**src/rtl/ps2_note_encoder_pkg.sv**
```systemverilog
// Shared scancode constants, note/state encodings and the key-lookup record
// for the PS/2 note encoder.
package ps2_note_encoder_pkg;

  localparam logic [7:0] SC_BREAK  = 8'hF0;
  localparam logic [7:0] SC_EXT    = 8'hE0;

  localparam logic [7:0] SC_C      = 8'h1C;
  localparam logic [7:0] SC_CS     = 8'h1D;
  localparam logic [7:0] SC_D      = 8'h1B;
  localparam logic [7:0] SC_DS     = 8'h24;
  localparam logic [7:0] SC_E      = 8'h23;
  localparam logic [7:0] SC_F      = 8'h2B;
  localparam logic [7:0] SC_FS     = 8'h2C;
  localparam logic [7:0] SC_G      = 8'h34;
  localparam logic [7:0] SC_GS     = 8'h35;
  localparam logic [7:0] SC_A      = 8'h33;
  localparam logic [7:0] SC_AS     = 8'h3C;
  localparam logic [7:0] SC_B      = 8'h3B;
  localparam logic [7:0] SC_C_HI   = 8'h42;
  localparam logic [7:0] SC_OCT_DN = 8'h1A;
  localparam logic [7:0] SC_OCT_UP = 8'h22;

  localparam logic [2:0] OCT_MIN = 3'd0;
  localparam logic [2:0] OCT_MAX = 3'd7;

  typedef enum logic [3:0] {
    NOTE_C  = 4'd0,
    NOTE_CS = 4'd1,
    NOTE_D  = 4'd2,
    NOTE_DS = 4'd3,
    NOTE_E  = 4'd4,
    NOTE_F  = 4'd5,
    NOTE_FS = 4'd6,
    NOTE_G  = 4'd7,
    NOTE_GS = 4'd8,
    NOTE_A  = 4'd9,
    NOTE_AS = 4'd10,
    NOTE_B  = 4'd11
  } note_t;

  typedef enum logic [1:0] {
    ST_IDLE    = 2'd0,
    ST_BRK     = 2'd1,
    ST_EXT     = 2'd2,
    ST_EXT_BRK = 2'd3
  } state_t;

  typedef struct packed {
    logic  is_note;
    note_t note;
    logic  oct_inc;
    logic  is_oct_up;
    logic  is_oct_dn;
  } key_info_t;

endpackage

```
**src/rtl/ps2_note_encoder_if.sv**
```systemverilog
// Scan-byte input and note-event output bundle of the PS/2 note encoder.
// scan_valid is a one-cycle strobe with no ready: every byte is accepted on the
// cycle it is valid; note_in is a one-cycle event pulse with no backpressure.
interface ps2_note_encoder_if;
  logic       scan_valid;
  logic [7:0] scan_code;
  logic       note_in;
  logic [3:0] note;
  logic [2:0] octave;
  logic [2:0] cur_octave;
  logic       note_held;

  // master: the encoder (consumes bytes, initiates note events)
  modport master (
    input  scan_valid, scan_code,
    output note_in, note, octave, cur_octave, note_held
  );

  // slave: byte source plus note consumer
  modport slave (
    output scan_valid, scan_code,
    input  note_in, note, octave, cur_octave, note_held
  );
endinterface

```
**src/rtl/ps2_note_encoder_key_lut.sv**
```systemverilog
// Combinational scancode classifier: note keys, the high-C key and the two
// octave-select keys; everything else decodes to all zeros.
module ps2_note_encoder_key_lut
  import ps2_note_encoder_pkg::*;
(
  input  logic [7:0] code,
  output key_info_t  info
);

  always_comb begin
    info = '0;
    case (code)
      SC_C:      begin info.is_note = 1'b1; info.note = NOTE_C;  end
      SC_CS:     begin info.is_note = 1'b1; info.note = NOTE_CS; end
      SC_D:      begin info.is_note = 1'b1; info.note = NOTE_D;  end
      SC_DS:     begin info.is_note = 1'b1; info.note = NOTE_DS; end
      SC_E:      begin info.is_note = 1'b1; info.note = NOTE_E;  end
      SC_F:      begin info.is_note = 1'b1; info.note = NOTE_F;  end
      SC_FS:     begin info.is_note = 1'b1; info.note = NOTE_FS; end
      SC_G:      begin info.is_note = 1'b1; info.note = NOTE_G;  end
      SC_GS:     begin info.is_note = 1'b1; info.note = NOTE_GS; end
      SC_A:      begin info.is_note = 1'b1; info.note = NOTE_A;  end
      SC_AS:     begin info.is_note = 1'b1; info.note = NOTE_AS; end
      SC_B:      begin info.is_note = 1'b1; info.note = NOTE_B;  end
      // C one octave above the current select
      SC_C_HI:   begin info.is_note = 1'b1; info.note = NOTE_C; info.oct_inc = 1'b1; end
      SC_OCT_UP: info.is_oct_up = 1'b1;
      SC_OCT_DN: info.is_oct_dn = 1'b1;
      default:   info = '0;
    endcase
  end

endmodule

```
**src/rtl/ps2_note_encoder.sv**
```systemverilog
// PS/2 set-2 scancode stream to monophonic note events: prefix FSM, octave
// select, held-key tracking and registered note outputs.
module ps2_note_encoder
  import ps2_note_encoder_pkg::*;
#(
  parameter int unsigned DEFAULT_OCTAVE = 4,
  parameter bit          IGNORE_REPEAT  = 1'b1
) (
  input  logic                clk,
  input  logic                reset,
  ps2_note_encoder_if.master  bus,
  output state_t              fsm_state
);

  localparam logic [2:0] DEF_OCT = 3'(DEFAULT_OCTAVE);

  key_info_t  info;

  state_t     state_q, state_d;
  logic [2:0] cur_oct_q, cur_oct_d;
  logic [3:0] note_q, note_d;
  logic [2:0] oct_q, oct_d;
  logic       held_q, held_d;
  logic [7:0] held_code_q, held_code_d;
  logic       note_in_q, note_in_d;

  logic       high_c_blocked;
  logic       is_repeat;

  ps2_note_encoder_key_lut u_key_lut (
    .code (bus.scan_code),
    .info (info)
  );

  assign high_c_blocked = info.oct_inc && (cur_oct_q == OCT_MAX);
  assign is_repeat      = IGNORE_REPEAT && held_q && (held_code_q == bus.scan_code);

  always_ff @(posedge clk) begin
    if (!reset) begin
      state_q     <= ST_IDLE;
      cur_oct_q   <= DEF_OCT;
      note_q      <= 4'd0;
      oct_q       <= DEF_OCT;
      held_q      <= 1'b0;
      held_code_q <= 8'h00;
      note_in_q   <= 1'b0;
    end else begin
      state_q     <= state_d;
      cur_oct_q   <= cur_oct_d;
      note_q      <= note_d;
      oct_q       <= oct_d;
      held_q      <= held_d;
      held_code_q <= held_code_d;
      note_in_q   <= note_in_d;
    end
  end

  always_comb begin
    state_d     = state_q;
    cur_oct_d   = cur_oct_q;
    note_d      = note_q;
    oct_d       = oct_q;
    held_d      = held_q;
    held_code_d = held_code_q;
    note_in_d   = 1'b0;

    if (bus.scan_valid) begin
      case (state_q)
        ST_IDLE: begin
          if (bus.scan_code == SC_BREAK) begin
            state_d = ST_BRK;
          end else if (bus.scan_code == SC_EXT) begin
            state_d = ST_EXT;
          end else begin
            if (info.is_note && !high_c_blocked && !is_repeat) begin
              note_in_d   = 1'b1;
              note_d      = info.note;
              oct_d       = cur_oct_q + {2'b00, info.oct_inc};
              held_d      = 1'b1;
              held_code_d = bus.scan_code;
            end
            if (info.is_oct_up && cur_oct_q != OCT_MAX) cur_oct_d = cur_oct_q + 3'd1;
            if (info.is_oct_dn && cur_oct_q != OCT_MIN) cur_oct_d = cur_oct_q - 3'd1;
          end
        end
        ST_BRK: begin
          state_d = ST_IDLE;
          // Only releasing the sounding key ends the note; other releases are stale.
          if (info.is_note && held_q && held_code_q == bus.scan_code) begin
            held_d      = 1'b0;
            held_code_d = 8'h00;
          end
        end
        ST_EXT:     state_d = (bus.scan_code == SC_BREAK) ? ST_EXT_BRK : ST_IDLE;
        ST_EXT_BRK: state_d = ST_IDLE;
        default:    state_d = ST_IDLE;
      endcase
    end
  end

  assign bus.note_in    = note_in_q;
  assign bus.note       = note_q;
  assign bus.octave     = oct_q;
  assign bus.cur_octave = cur_oct_q;
  assign bus.note_held  = held_q;
  assign fsm_state      = state_q;

endmodule

```
**src/flat_wrapper.sv**
```systemverilog
// flat-port wrapper written by rule: the top's interface ports become plain ports
module ps2_note_encoder_flat import ps2_note_encoder_pkg::*;
#(
  parameter int unsigned DEFAULT_OCTAVE = 4,
  parameter bit          IGNORE_REPEAT  = 1'b1
)
  (clk, reset, fsm_state, bus_scan_valid, bus_scan_code, bus_note_in, bus_note, bus_octave, bus_cur_octave, bus_note_held);
  ps2_note_encoder_if bus_i ();
  input  logic clk;
  input  logic reset;
  output state_t fsm_state;
  input wire logic [$bits(bus_i.scan_valid)-1:0] bus_scan_valid;
  input wire logic [$bits(bus_i.scan_code)-1:0] bus_scan_code;
  output wire logic [$bits(bus_i.note_in)-1:0] bus_note_in;
  output wire logic [$bits(bus_i.note)-1:0] bus_note;
  output wire logic [$bits(bus_i.octave)-1:0] bus_octave;
  output wire logic [$bits(bus_i.cur_octave)-1:0] bus_cur_octave;
  output wire logic [$bits(bus_i.note_held)-1:0] bus_note_held;
  assign bus_i.scan_valid = bus_scan_valid;
  assign bus_i.scan_code = bus_scan_code;
  assign bus_note_in = bus_i.note_in;
  assign bus_note = bus_i.note;
  assign bus_octave = bus_i.octave;
  assign bus_cur_octave = bus_i.cur_octave;
  assign bus_note_held = bus_i.note_held;
  ps2_note_encoder #(.DEFAULT_OCTAVE(DEFAULT_OCTAVE), .IGNORE_REPEAT(IGNORE_REPEAT)) u_core (.clk(clk), .reset(reset), .bus(bus_i), .fsm_state(fsm_state));
endmodule
```
**config.mk**
```make
export PLATFORM = sky130hd
export DESIGN_NAME = ps2_note_encoder_flat
export DESIGN_NICKNAME = d
export VERILOG_FILES = /design/src/rtl/ps2_note_encoder_pkg.sv /design/src/rtl/ps2_note_encoder_if.sv /design/src/rtl/ps2_note_encoder_key_lut.sv /design/src/rtl/ps2_note_encoder.sv /design/src/flat_wrapper.sv
export SDC_FILE = /design/constraint.sdc
export NUM_CORES = 1
export LEC_CHECK = 0
export ABC_AREA = 1
export CORE_UTILIZATION = 52
export DETAILED_ROUTE_END_ITERATION = 10
export GPL_TIMING_DRIVEN = 1
export HOLD_SLACK_MARGIN = 0.15
export PLACE_DENSITY = 0.85
export SETUP_SLACK_MARGIN = 0.2
export SYNTH_ARGS = -nofsm -noshare
export SYNTH_HDL_FRONTEND = slang
export SYNTH_SLANG_ARGS = --single-unit
```
**constraint.sdc**
```tcl
create_clock -name clk -period 1.9 [get_ports clk]
set_input_delay 0.38 -clock clk [delete_from_list [all_inputs] [get_ports clk]]
set_output_delay 0.38 -clock clk [all_outputs]
set_load 0.03 [all_outputs]
```
# After elaboration in Yosys (flattened, before gate mapping)
# Cells that the tools add are included.
[classes] reduce_logical=21 bitwise=5 add_sub_neg=3 n_eq_ne=28 mux=21
[op_table] op="$eq A8 B6 Y1 const B" count=10
[op_table] op="$pmux W5 S12" count=1
[op_table] op="$eq A8 B5 Y1 const B" count=4
[op_table] op="$mux W8" count=4
[op_table] op="$eq A8 B8 Y1 const B" count=2
[op_table] op="$pmux W8 S2" count=1
[op_table] op="$reduce_and A5 Y1" count=2
[op_table] op="$eq A8 B7 Y1 const B" count=1
[op_table] op="$eq A8 B8 Y1" count=1
[op_table] op="$logic_and A1 B1 Y1" count=8
[op_table] op="$mux W1" count=8
[op_table] op="$mux W2" count=3
[op_table] op="$mux W3" count=2
[op_table] op="$pmux W2 S3" count=1
[op_table] op="$reduce_and A6 Y1" count=1
[op_table] op="$not A1 Y1" count=5
[op_table] op="$reduce_or A5 Y1" count=1
[op_table] op="$eq A2 B2 Y1 const B" count=2
[op_table] op="$ne A2 B1 Y1 const B" count=2
[op_table] op="$ne A2 B2 Y1 const B" count=2
[op_table] op="$reduce_bool A2 Y1" count=2
[op_table] op="$reduce_or A2 Y1" count=2
[op_table] op="$add A3 B1 Y3" count=1
[op_table] op="$add A3 B1 Y3 const B" count=1
[op_table] op="other kinds (10)" count=11
[word_totals] ff_bits=22 out_inout_bits=14 wordCells=85 in_bits=11

# Longest topological paths before layout
[depth] ltp_word=10 mapped_depth=14

# Modules after synthesis
# A second synthesis with hierarchy kept.
[unflattened] hier_cells=258 area_unflattened_um2=1567.8
[by_module_without_submodules] module="ps2_note_encoder" cells_per_inst=191 area_per_inst_um2=1260.0 seq_area_each_um2=440.4 instances=1
[by_module_without_submodules] module="ps2_note_encoder_key_lut" cells_per_inst=67 area_per_inst_um2=307.8 seq_area_each_um2=0.0 instances=1

# Worst setup path before layout
# No wires, ideal clock.
[synth_path] path_type="flip-flop to flip-flop" start="register u_core.cur_oct_q[0], in the netlist u_core.bus.cur_octave[0]" end="register u_core.cur_oct_q[2], in the netlist u_core.bus.cur_octave[2]" arrival_time_ns=1.655 path_stages_with_launch=9 path_buffers=0 path_slack_ns=0.122 synth_period_minus_slack_ns=1.778 cell_sequence="dfxtp_1 inv_1 nand3_1 nand3_1 fa_1 xor2_1 nand2_1 nand2_1 nand3_1"
[synth_between] elab_chain_cells=4
[synth_lines] item="from (decl)" line="ps2_note_encoder.sv:20" source="logic [2:0] cur_oct_q, cur_oct_d;"
[synth_lines] item="from (signal assigned)" line="ps2_note_encoder.sv:49" source="cur_oct_q <= cur_oct_d;"
[synth_lines] item="parallel branches: the longest is 4 deep, another holds $add A3 B1 Y3"
# Parallel ways; which one is timed is not known. The select of a mux whose other input is x is not followed.
# A chain may end at the register's enable or synchronous reset.

# Worst setup path in the final report
[layout_path] start="register u_core.held_code_q[0]" end="register u_core.held_code_q[1]"
[layout_between] elab_chain_cells=6
[layout_lines] item="from (decl)" line="ps2_note_encoder.sv:24" source="logic [7:0] held_code_q, held_code_d;"
[layout_lines] item="from (signal assigned)" line="ps2_note_encoder.sv:53" source="held_code_q <= held_code_d;"
[layout_lines] item="$eq A8 B8 Y1 *" line="ps2_note_encoder.sv:36, ps2_note_encoder.sv:89"
[layout_lines] item="$logic_and A1 B1 Y1" line="ps2_note_encoder.sv:36" source="assign is_repeat = IGNORE_REPEAT && held_q && (held_code_q == bus.scan_code);"
[layout_lines] item="$logic_not A1 Y1" line="ps2_note_encoder.sv:75" source="if (info.is_note && !high_c_blocked && !is_repeat) begin"
[layout_lines] item="$logic_and A1 B1 Y1" line="ps2_note_encoder.sv:75"
[layout_lines] item="$ne A2 B1 Y1 (no line)"
[layout_lines] item="$reduce_and A6 Y1 (no line) *"
# Mark *: on every way between the ends. The rest lies on a longest branch, timed or not.

==> impl_metrics.yaml <==
critical_path:
  cp.required_ns: 2.12
  worstPathBufferInverterCount: 3
  r2r-start: "u_core.held_code_q[0]"
  arrival_ns: 1.86
  cpMaxStageDelayCell: "dfxtp_2"
  crit_type: "flop to flop"
  cp-end-kind: "flop"
  crit_chain: "inv_2 > nor2_1 > nor3_2 > nand2_1 > nor2_2 > buf_4 > nand2_4 > nand2_4 > buf_6 > nand4_1 > nand2_1 > nor2_1"
  path_depth: 12
  r2r_cells: 12
  cp_top_family: "simple AND/OR/NAND/NOR gates"
  reg2reg_setup_slack_ns: 0.27
  worst_path_largest_cell_delay_ns: 0.35
  r2r-end: "u_core.held_code_q[1]"
  crit_fanout: 5
  start_kind: "flop"
grt:
  grt_pass1_vias: 1557
  track_usage_pct: 25.1
  grt_max_degree: 13
  antenna_found_initial: 0
  grt-ovfl-total: 0
  grt_first_pass_wirelength_um: 6380
cts:
  cts.reportedPaths.clkPinSlew_ns: 0.13
  cts_hold_buf: 0
  numCtsBuffers: 3
  cts_root_buffer: "clkbuf_4"
  clock_path_buffers: 2
  cts_tree: "yes"
  clkSinkCount: 22
  htree_levels: 1
  worstSkewPairLatency_ns: 0.31
worst_hold_path:
  hp-class: "flop to flop"
  hold_depth: 2
  hold_path.startpoint: "u_core.bus.note[2]"
  hold_end: "u_core.bus.note[2]"
yosys:
  ys_top_cells_by_area: "dfxtp_1, nand2_1, nor2_1"
  ys_seq_elements: 22
  synth_cell_types: 28
  synth_largest_area_cell: "dfxtp_1"
  synth.top_cell.area_share_pct: 28.4
  syn_area_mm2: 0.00155
  synth.avg_cell_area_um2: 6.22
  yosysWarnings: 0
  synth_fp_nets: 263
  seq_area_frac_synth_pct: 28.4
  syn-instance-count: 249
routing:
  firstDrtPassIters: 4
  via_per_inst: 5.20
  dr_wl_met3_um: 150
  antenna_left: 0
  wl_um: 4040
  wl_met2_um: 2080
  wire_per_inst_um: 12.1
  wl_met1_um: 1690
  drc: 0
  drtIter0Drc: 78
  num_vias: 1732
  top_layer_used: "met4"
sta:
  timing.final.crit_share_pct: 86.0
  final-setup-viol-count: 0
  worstMarginPinSlew_ns: 0.442
  slew_violations: 0
  hold_viol: 0
  clock_skew_ns: 0.00493
  fmax_ghz: 0.612
  rsz0062_at_grt: "false"
  slew_headroom_pct: 70.4
  min_period_ns: 1.63
placement:
  gp_congestion: 0.914
  hpwl_um: 2960
  io_buffers: 24
  dp_cells: 326
power:
  p_leak_nw: 1.11
  p_seq_share_pct: 44.3
  switching_share_pct: 34.7
  p_clk_share_pct: 23.5
  p_per_area_mw_per_mm2: 536
  netSwitchingPower_w: 0.000400
  combPwrFrac_pct: 32.2
  worst_ir_drop_vdd_uv: 464
  internal_power_w: 0.000755
  total_power_w: 0.00116
layout:
  nets: 317
  drive_above_1_share_pct: 35.1
  final_cell_count_no_fill: 333
  area_delta_synth_final_pct: 39.1
  final_util_pct: 77.5
  fillers: 235
  diodes: 0
floorplanning:
  start_util_pct: 55.7
  die_y_um: 56.6
  fp.dieW_um: 56.6
  std_cell_rows: 19
  coreArea_mm2: 0.00278
  die-area_mm2: 0.00320
  io_pins: 25
status:
  status: "finished clean"
job:
  maxCapViolCount: 0
[cells by family after synthesis]
kind of cell,share of synthesized area (%)
AO/OA/AOI/OAI,8.64
XOR/XNOR,1.13
adder cells (fa/ha/maj),2.91
buffers and inverters,10.8
flip-flops,28.4
AND/OR/NAND/NOR,48.1
[per-layer routing]
metal | track usage (%) | vias to the layer above
met4 | 10.1 | 0
li1 | - | 882
met2 | 46.6 | 55
met3 | 4.38 | 16
met1 | 27.9 | 779
met5 | 0 | -
[area by class of cell]
cell class,instances,area [um^2],area share (%)
clock buffers,4,36.3,1.68
inverters,37,139,6.45
multi-input cells,187,1080,50.1
flip-flops and latches,22,449,20.8
well taps,31,38.8,1.80
repair buffers,52,413,19.2
[synth_stat cells, drive strengths merged]
library cell	n
nand2	86
nor2	42
inv	37
dfxtp	22
nand3	21
a21oi	10
o21ai	10
nand4	6
buf	4
ha	2
nor3	2
a211oi	1
fa	1
o211ai	1
o22ai	1
or3	1
xnor2	1
xor2	1
[per-stage QoR]
step / cell area [um^2] / setup WS [ns] / TNS [ns] / hold WS (ns)
6_report: 2150 / 0.266 / 0 / 0.451
5_1_grt: 2150 / 0.129 / 0 / 0.479
4_1_cts: 2080 / 0.186 / 0 / 0.453
3_5_place_dp: 2020 / -0.460 / -8.32 / 0.437
3_3_place_gp: 2020 / -0.439 / -7.84 / 0.431
2_1_floorplan: 1560 / 0.205 / 0 / 0.427
[worst reg2reg max path, stage by stage, from the launching register on]
cell	delay, ns
dfxtp_2	0.35
inv_2	0.06
nor2_1	0.05
nor3_2	0.17
nand2_1	0.10
nor2_2	0.20
buf_4	0.16
nand2_4	0.05
nand2_4	0.10
buf_6	0.12
nand4_1	0.09
nand2_1	0.08
nor2_1	0.04
[power by group through the flow]
stage,Sequential (W),Clock [W],Combinational (W)
floorplan,0.000533,0,0.000199
global placement,0.000516,0,0.000341
detailed placement,0.000517,0,0.000347
CTS,0.000507,0.000270,0.000354
finish,0.000512,0.000271,0.000372
global route,0.000515,0.000286,0.000407
[flip-flops by register name, indices dropped and copies added (netlist names)]
signal	count
u_core.bus.cur_octave	3
u_core.bus.note	4
u_core.bus.note_held	1
u_core.bus.note_in	1
u_core.bus.octave	3
u_core.fsm_state	2
u_core.held_code_q	8
[what timing repair did]
action | CTS | global route
pin swaps | 6 | 21
setup endpoints to repair | 34 | 21
cloned | 1 | 0
resized for setup | 32 | 47
buffers inserted | 0 | 2
[worst max-delay path by stage]
| stage | end | from |
|---|---|---|
| final | u_core.held_code_q[1] | u_core.held_code_q[0] |
| after global placement | u_core.held_code_q[6] | bus_scan_code[2] |
| after floorplan | u_core.bus.cur_octave[2] | bus_scan_code[7] |
| after CTS | u_core.held_code_q[4] | bus_scan_code[3] |
| after global routing | u_core.held_code_q[6] | u_core.held_code_q[0] |
| after detailed placement | u_core.held_code_q[4] | bus_scan_code[5] |
[cells in the final DEF (no fill, tap or decap), types with 6 or more instances in the layout]
cell / synthesis / final
inv_1: 33 / 30
nand4_1: 6 / 6
nand3_1: 19 / 16
nor2_1: 35 / 25
nand2_1: 70 / 62
nor2_2: 4 / 10
buf_4: 1 / 26
a21oi_1: 10 / 10
dfxtp_2: 0 / 7
nand2_2: 14 / 20
inv_2: 4 / 7
clkbuf_2: 0 / 8
nor2_4: 3 / 7
o21ai_0: 10 / 9
dfxtp_1: 22 / 15
dlygate4sd2_1: 0 / 13
No activity file was read; power rests on OpenSTA's default activity.
